===== src/rtl/ad9643_ddr_deinterleave_if.sv =====
// AD9643 DDR deinterleaver bus: captured DDR words and host train level in,
// aligned A/B sample pairs plus training status out.
// master drives the ADC words and train; slave is the deinterleaver.
interface ad9643_ddr_deinterleave_if #(
  parameter int W = 14
);
  logic [W-1:0] din_rise;
  logic [W-1:0] din_fall;
  logic         train;
  logic [W-1:0] dout_a;
  logic [W-1:0] dout_b;
  logic         dout_valid;
  logic         locked;
  logic         swapped;
  logic         train_fail;
  logic [15:0]  err_count;

  modport master (
    output din_rise, din_fall, train,
    input  dout_a, dout_b, dout_valid, locked, swapped, train_fail, err_count
  );

  modport slave (
    input  din_rise, din_fall, train,
    output dout_a, dout_b, dout_valid, locked, swapped, train_fail, err_count
  );
endinterface


===== src/rtl/ad9643_ddr_deinterleave.sv =====
// Splits the AD9643 DDR rise/fall word stream into channel A/B samples after
// a pattern-based training phase that decides whether rise and fall are swapped.
// Latency: 1 cycle input pair to dout once locked; no backpressure (ADC stream).
module ad9643_ddr_deinterleave #(
  parameter int           W          = 14,
  parameter logic [W-1:0] PAT_A      = 14'h2AAA,
  parameter logic [W-1:0] PAT_B      = 14'h1555,
  parameter int           LOCK_COUNT = 64,
  parameter int           TIMEOUT    = 4096
) (
  input logic clk,
  input logic rst_n,
  ad9643_ddr_deinterleave_if.slave bus
);

  localparam int MW = $clog2(LOCK_COUNT + 1);
  localparam int TW = $clog2(TIMEOUT);

  localparam logic [1:0] IDLE   = 2'd0;
  localparam logic [1:0] TRAIN  = 2'd1;
  localparam logic [1:0] LOCKED = 2'd2;
  localparam logic [1:0] FAIL   = 2'd3;

  logic [1:0]    state;
  logic          train_q;
  logic          train_d;
  logic [MW-1:0] match_cnt;
  logic [TW-1:0] time_cnt;
  logic          cand;

  logic train_rise;
  logic is_norm;
  logic is_swap;
  logic hit;
  logic same;
  logic lock_now;
  logic timeout_now;

  // train is a level from the host: one register stage samples it, a second
  // holds the previous sample, so only a 0->1 transition acts (on the next edge).
  assign train_rise = train_q & ~train_d;

  assign is_norm     = (bus.din_rise == PAT_A) && (bus.din_fall == PAT_B);
  assign is_swap     = (bus.din_rise == PAT_B) && (bus.din_fall == PAT_A);
  assign hit         = is_norm | is_swap;
  // Same orientation as the current candidate and a run already in progress.
  assign same        = hit && (match_cnt != '0) && (is_swap == cand);
  assign lock_now    = same && (match_cnt == MW'(LOCK_COUNT - 1));
  assign timeout_now = (time_cnt == TW'(TIMEOUT - 1));

  // Sample the host train level and keep its previous value for edge detection.
  always_ff @(posedge clk or negedge rst_n) begin
    if (!rst_n) begin
      train_q <= 1'b0;
      train_d <= 1'b0;
    end else begin
      train_q <= bus.train;
      train_d <= train_q;
    end
  end

  // Training/lock state machine and the registered A/B output stage.
  always_ff @(posedge clk or negedge rst_n) begin
    if (!rst_n) begin
      state          <= IDLE;
      match_cnt      <= '0;
      time_cnt       <= '0;
      cand           <= 1'b0;
      bus.dout_a     <= '0;
      bus.dout_b     <= '0;
      bus.dout_valid <= 1'b0;
      bus.locked     <= 1'b0;
      bus.swapped    <= 1'b0;
      bus.train_fail <= 1'b0;
      bus.err_count  <= '0;
    end else begin
      bus.dout_valid <= 1'b0;
      if (train_rise) begin
        state          <= TRAIN;
        match_cnt      <= '0;
        time_cnt       <= '0;
        cand           <= 1'b0;
        bus.locked     <= 1'b0;
        bus.swapped    <= 1'b0;
        bus.train_fail <= 1'b0;
        bus.err_count  <= '0;
      end else begin
        case (state)
          TRAIN: begin
            time_cnt <= time_cnt + 1'b1;
            if (!hit) begin
              match_cnt <= '0;
              if (bus.err_count != 16'hFFFF) bus.err_count <= bus.err_count + 1'b1;
            end else if (same) begin
              match_cnt <= match_cnt + 1'b1;
            end else begin
              cand      <= is_swap;
              match_cnt <= MW'(1);
            end
            // A lock on the final allowed cycle still wins over the timeout.
            if (lock_now) begin
              state       <= LOCKED;
              bus.locked  <= 1'b1;
              bus.swapped <= cand;
            end else if (timeout_now) begin
              state          <= FAIL;
              bus.train_fail <= 1'b1;
            end
          end
          LOCKED: begin
            bus.dout_a     <= bus.swapped ? bus.din_fall : bus.din_rise;
            bus.dout_b     <= bus.swapped ? bus.din_rise : bus.din_fall;
            bus.dout_valid <= 1'b1;
          end
          default: begin
            // IDLE and FAIL hold outputs until reset or a new train edge.
          end
        endcase
      end
    end
  end

endmodule


===== src/flat_wrapper.sv =====
// flat-port wrapper written by rule: the top's interface ports become plain ports
module ad9643_ddr_deinterleave_flat 
#(
  parameter int           W          = 14,
  parameter logic [W-1:0] PAT_A      = 14'h2AAA,
  parameter logic [W-1:0] PAT_B      = 14'h1555,
  parameter int           LOCK_COUNT = 64,
  parameter int           TIMEOUT    = 4096
)
  (clk, rst_n, bus_din_rise, bus_din_fall, bus_train, bus_dout_a, bus_dout_b, bus_dout_valid, bus_locked, bus_swapped, bus_train_fail, bus_err_count);
  ad9643_ddr_deinterleave_if #(.W(W)) bus_i ();
  input logic clk;
  input logic rst_n;
  input wire logic [$bits(bus_i.din_rise)-1:0] bus_din_rise;
  input wire logic [$bits(bus_i.din_fall)-1:0] bus_din_fall;
  input wire logic [$bits(bus_i.train)-1:0] bus_train;
  output wire logic [$bits(bus_i.dout_a)-1:0] bus_dout_a;
  output wire logic [$bits(bus_i.dout_b)-1:0] bus_dout_b;
  output wire logic [$bits(bus_i.dout_valid)-1:0] bus_dout_valid;
  output wire logic [$bits(bus_i.locked)-1:0] bus_locked;
  output wire logic [$bits(bus_i.swapped)-1:0] bus_swapped;
  output wire logic [$bits(bus_i.train_fail)-1:0] bus_train_fail;
  output wire logic [$bits(bus_i.err_count)-1:0] bus_err_count;
  assign bus_i.din_rise = bus_din_rise;
  assign bus_i.din_fall = bus_din_fall;
  assign bus_i.train = bus_train;
  assign bus_dout_a = bus_i.dout_a;
  assign bus_dout_b = bus_i.dout_b;
  assign bus_dout_valid = bus_i.dout_valid;
  assign bus_locked = bus_i.locked;
  assign bus_swapped = bus_i.swapped;
  assign bus_train_fail = bus_i.train_fail;
  assign bus_err_count = bus_i.err_count;
  ad9643_ddr_deinterleave #(.W(W), .PAT_A(PAT_A), .PAT_B(PAT_B), .LOCK_COUNT(LOCK_COUNT), .TIMEOUT(TIMEOUT)) u_core (.clk(clk), .rst_n(rst_n), .bus(bus_i));
endmodule

===== config.mk =====
export PLATFORM = sky130hd
export DESIGN_NAME = ad9643_ddr_deinterleave_flat
export DESIGN_NICKNAME = d
export VERILOG_FILES = /design/src/rtl/ad9643_ddr_deinterleave_if.sv /design/src/rtl/ad9643_ddr_deinterleave.sv /design/src/flat_wrapper.sv
export SDC_FILE = /design/constraint.sdc
export NUM_CORES = 1
export LEC_CHECK = 0
export ABC_AREA = 1
export BUFFER_PORTS_ARGS = -buffer_cell sky130_fd_sc_hd__buf_4
export CAP_MARGIN = 0
export CORE_ASPECT_RATIO = 0.8
export CORE_MARGIN = 2
export CORE_UTILIZATION = 60
export DETAILED_ROUTE_END_ITERATION = 12
export PLACE_DENSITY_LB_ADDON = 0.1
export SYNTH_ARGS = -nofsm -noshare
export SYNTH_HDL_FRONTEND = slang
export SYNTH_SLANG_ARGS = --single-unit

===== constraint.sdc =====
create_clock -name clk -period 2.88 [get_ports clk]
set_input_delay 0.144 -clock clk [delete_from_list [all_inputs] [get_ports clk]]
set_output_delay 0.144 -clock clk [all_outputs]
set_load 0.03 [all_outputs]

==> results.cfg <==
[run_status]
status = completed

[yosys]
syn_nets = 615
synth_warnings = 0
synthTopCellsByArea = dfrtp_1 (43%), nand2_1 (12%), nor2_1 (7.9%)
avgSynthCellArea_um2 = 7.16
synth_cell_types = 32
synth_seq_area_share = 0.434
synth_edf_count = 0
synthArstFlopShare = 1.00
synth_top_area_share = 0.434
syn_area_um2 = 4160
ys_dominant_reg_cell = dfrtp_1
ys_seq_elements = 72
synthCells = 580
yosys.area.top_type = dfrtp_1

[place]
dp.cells = 732
dp_hpwl_um = 7530
port_buffers = 78
place_congestion = 0.926

[finish]
seqCellArea_um2 = 1800
finish.net_count = 693
area_growth_pct = 21.2
antenna_cells = 0
fillers = 554
layout.cells.non_filler = 750
drive_above_1_share = 0.184
mostFrequentLayoutCell = nand2_1
multiInputGateArea_um2 = 2010
layout_common_cells = nand2_1 (138), nor2_1 (86), buf_4 (84), dfrtp_1 (72), inv_1 (66)

[grt]
grtUsageTotal = 0.280
grt_overflow = 0
grt_pass1_vias = 3633
grt_start_max_net_pins = 73
grt_pass1_wl_um = 17300
antenna_found_initial = 0

[hold_path]
hold_path.class = in -> reg
hold_depth = 3

[pwr]
cellLeakagePower_uw = 0.00235
ir_worst_vdd_v = 0.000748
power.density_nw_per_um2 = 732

[cts]
cts.sinks = 72
post_cts_buffers = 0
cts_resized = 0
tritoncts = yes
cts_buffer_depth = 2
clk_latency_ns = 0.35
cts_made_buffers = 9
htreeDepth = 3
clkTransAtPathRegs_ns = 0.09
cts-root-buf = clkbuf_8

[worst_setup_path]
criticalPathCategory = reg -> reg
crit_chain = ha_1 > nand2_1 > nor2_1 > a41oi_1 > nand2_1 > buf_4 > o21ai_0 > a21oi_1
start_kind = flip-flop
critical_path_depth = 8
crit_required_ns = 3.16
cp.arrival_ns = 2.26
crit_top_cell = nand2_1
end_kind = flip-flop
slowest_delay_ns = 0.44
slowest_stage = dfrtp_1
cpLargestDelayFamily = simple AND/OR/NAND/NOR gates
crit_path_max_fanout = 14
path_buf_inv = 1
reg2reg_depth = 8

[timing]
period_share = 0.688
slew_headroom = 0.402
rsz0062_at_grt = false
worstMarginPinSlew_ns = 0.897
timing.final.hold_violations = 0
tns_ns = 0
finalSetupViolations = 0
fmax_mhz = 505
finalClockSkew_ns = 0.0104
maxSlewViolCount = 0
min_period_ns = 1.98

[floorplan]
row_count = 27
start_util = 0.612
ios = 79
die_area_um2 = 7610
fp.dieH_um = 78.4
fp.coreArea_um2 = 6790
die_w_um = 97.0

[detailed_routing]
postRouteWirelength_um = 10200
met3_wirelength_um = 727
drt-pass1-iter-count = 5
viasPerCell = 5.36
route.detailed.drc = 0
met1_length_um = 4910
wl_met2_um = 4480
initialDrtViolationCount = 294
antenna_left = 0
routedWlPerCell_um = 13.6
highest_layer = met4
num_vias = 4020

[job]
cap_violations = 0
## kinds of logic after synthesis
group | synth area share
fa+ha+maj | 0.0120
buf+inv | 0.0837
xor+xnor | 0.0337
compound gates | 0.128
simple gates | 0.309
flops | 0.434
## metal layers
layer,up-vias,track usage
met5,-,0
met4,0,0.0662
met3,11,0.0543
met2,142,0.410
met1,1849,0.430
li1,2018,-
## worst min-delay path: stages
cell and delay, ns:
buf_4 0.09, o21ai_0 0.06, a21oi_1 0.13
## power breakdown
part | leakage, uW | switching [uW] | internal, uW
Combinational | 0.00135 | 956 | 494
Clock | 0.0000968 | 414 | 405
Sequential | 0.000900 | 162 | 1260
Total | 0.00235 | 1530 | 2160
## final timing paths
| kind | from | endpoint | slack (ns) |
|---|---|---|---|
| setup / recovery | u_core.bus.err_count[0] | u_core.bus.err_count[2] | 0.90 |
| hold / removal | bus_din_rise[10] | u_core.bus.dout_a[10] | 0.11 |
| setup reg to reg | u_core.bus.err_count[0] | u_core.bus.err_count[2] | 0.90 |
| hold reg to reg | u_core.train_q | u_core.train_d | 0.39 |
| max in group asynchronous | rst_n | u_core.bus.dout_a[11] | 1.83 |
| min in group asynchronous | rst_n | u_core.bus.dout_a[9] | 0.46 |
## state kept, by name, summed over array words and instances (netlist names), 2 cells and up
register,count
u_core.bus.dout_a,14
u_core.time_cnt,12
u_core.bus.dout_b,14
u_core.bus.err_count,16
u_core.state,2
u_core.match_cnt,7
## through the flow
stage / setup slack, ns / utilization / cell area [um2] / total power (uW) / hold WS, ns
floorplan: 1.11 / - / 4160 / 2340 / -0.152
global placement: 1.06 / 0.710 / 4820 / 2850 / 0.256
detailed placement: 0.945 / 0.710 / 4820 / 2890 / 0.255
CTS: 0.913 / 0.742 / 5040 / 3720 / 0.101
global route: 0.669 / 0.742 / 5040 / 3910 / 0.143
finish: 0.899 / 0.742 / 5040 / 3690 / 0.108
## area by class of cell
| cell class | instances | area share |
|---|---|---|
| clock buffer | 10 | 0.0253 |
| clock inverter | 6 | 0.0137 |
| inverter | 71 | 0.0529 |
| multi-input combinational | 418 | 0.400 |
| sequential | 72 | 0.358 |
| tap | 87 | 0.0216 |
| timing repair buffer | 86 | 0.129 |
## what timing repair did
item,in CTS,in global routing
hold buffers,2,0
endpoints found under the hold margin,73,0
endpoints found under the setup margin,0,0
## synth_stat cells (2+ instances only)
master and instances:
nor3_2 3, clkbuf_1 8, o21ai_0 44, nand4_1 9, xor2_1 13, inv_1 66, buf_1 5, dfrtp_1 72
inv_2 4, nand3_2 2, xnor2_1 3, o31ai_1 8, ha_1 4, nand2_1 138, nand2_2 5, buf_2 5
nand3_1 40, nor2_4 2, nor2_1 87, a21oi_1 36, o21ai_1 3, nor2_2 3, nor3_1 11
Power figures use the tool's default switching activity.
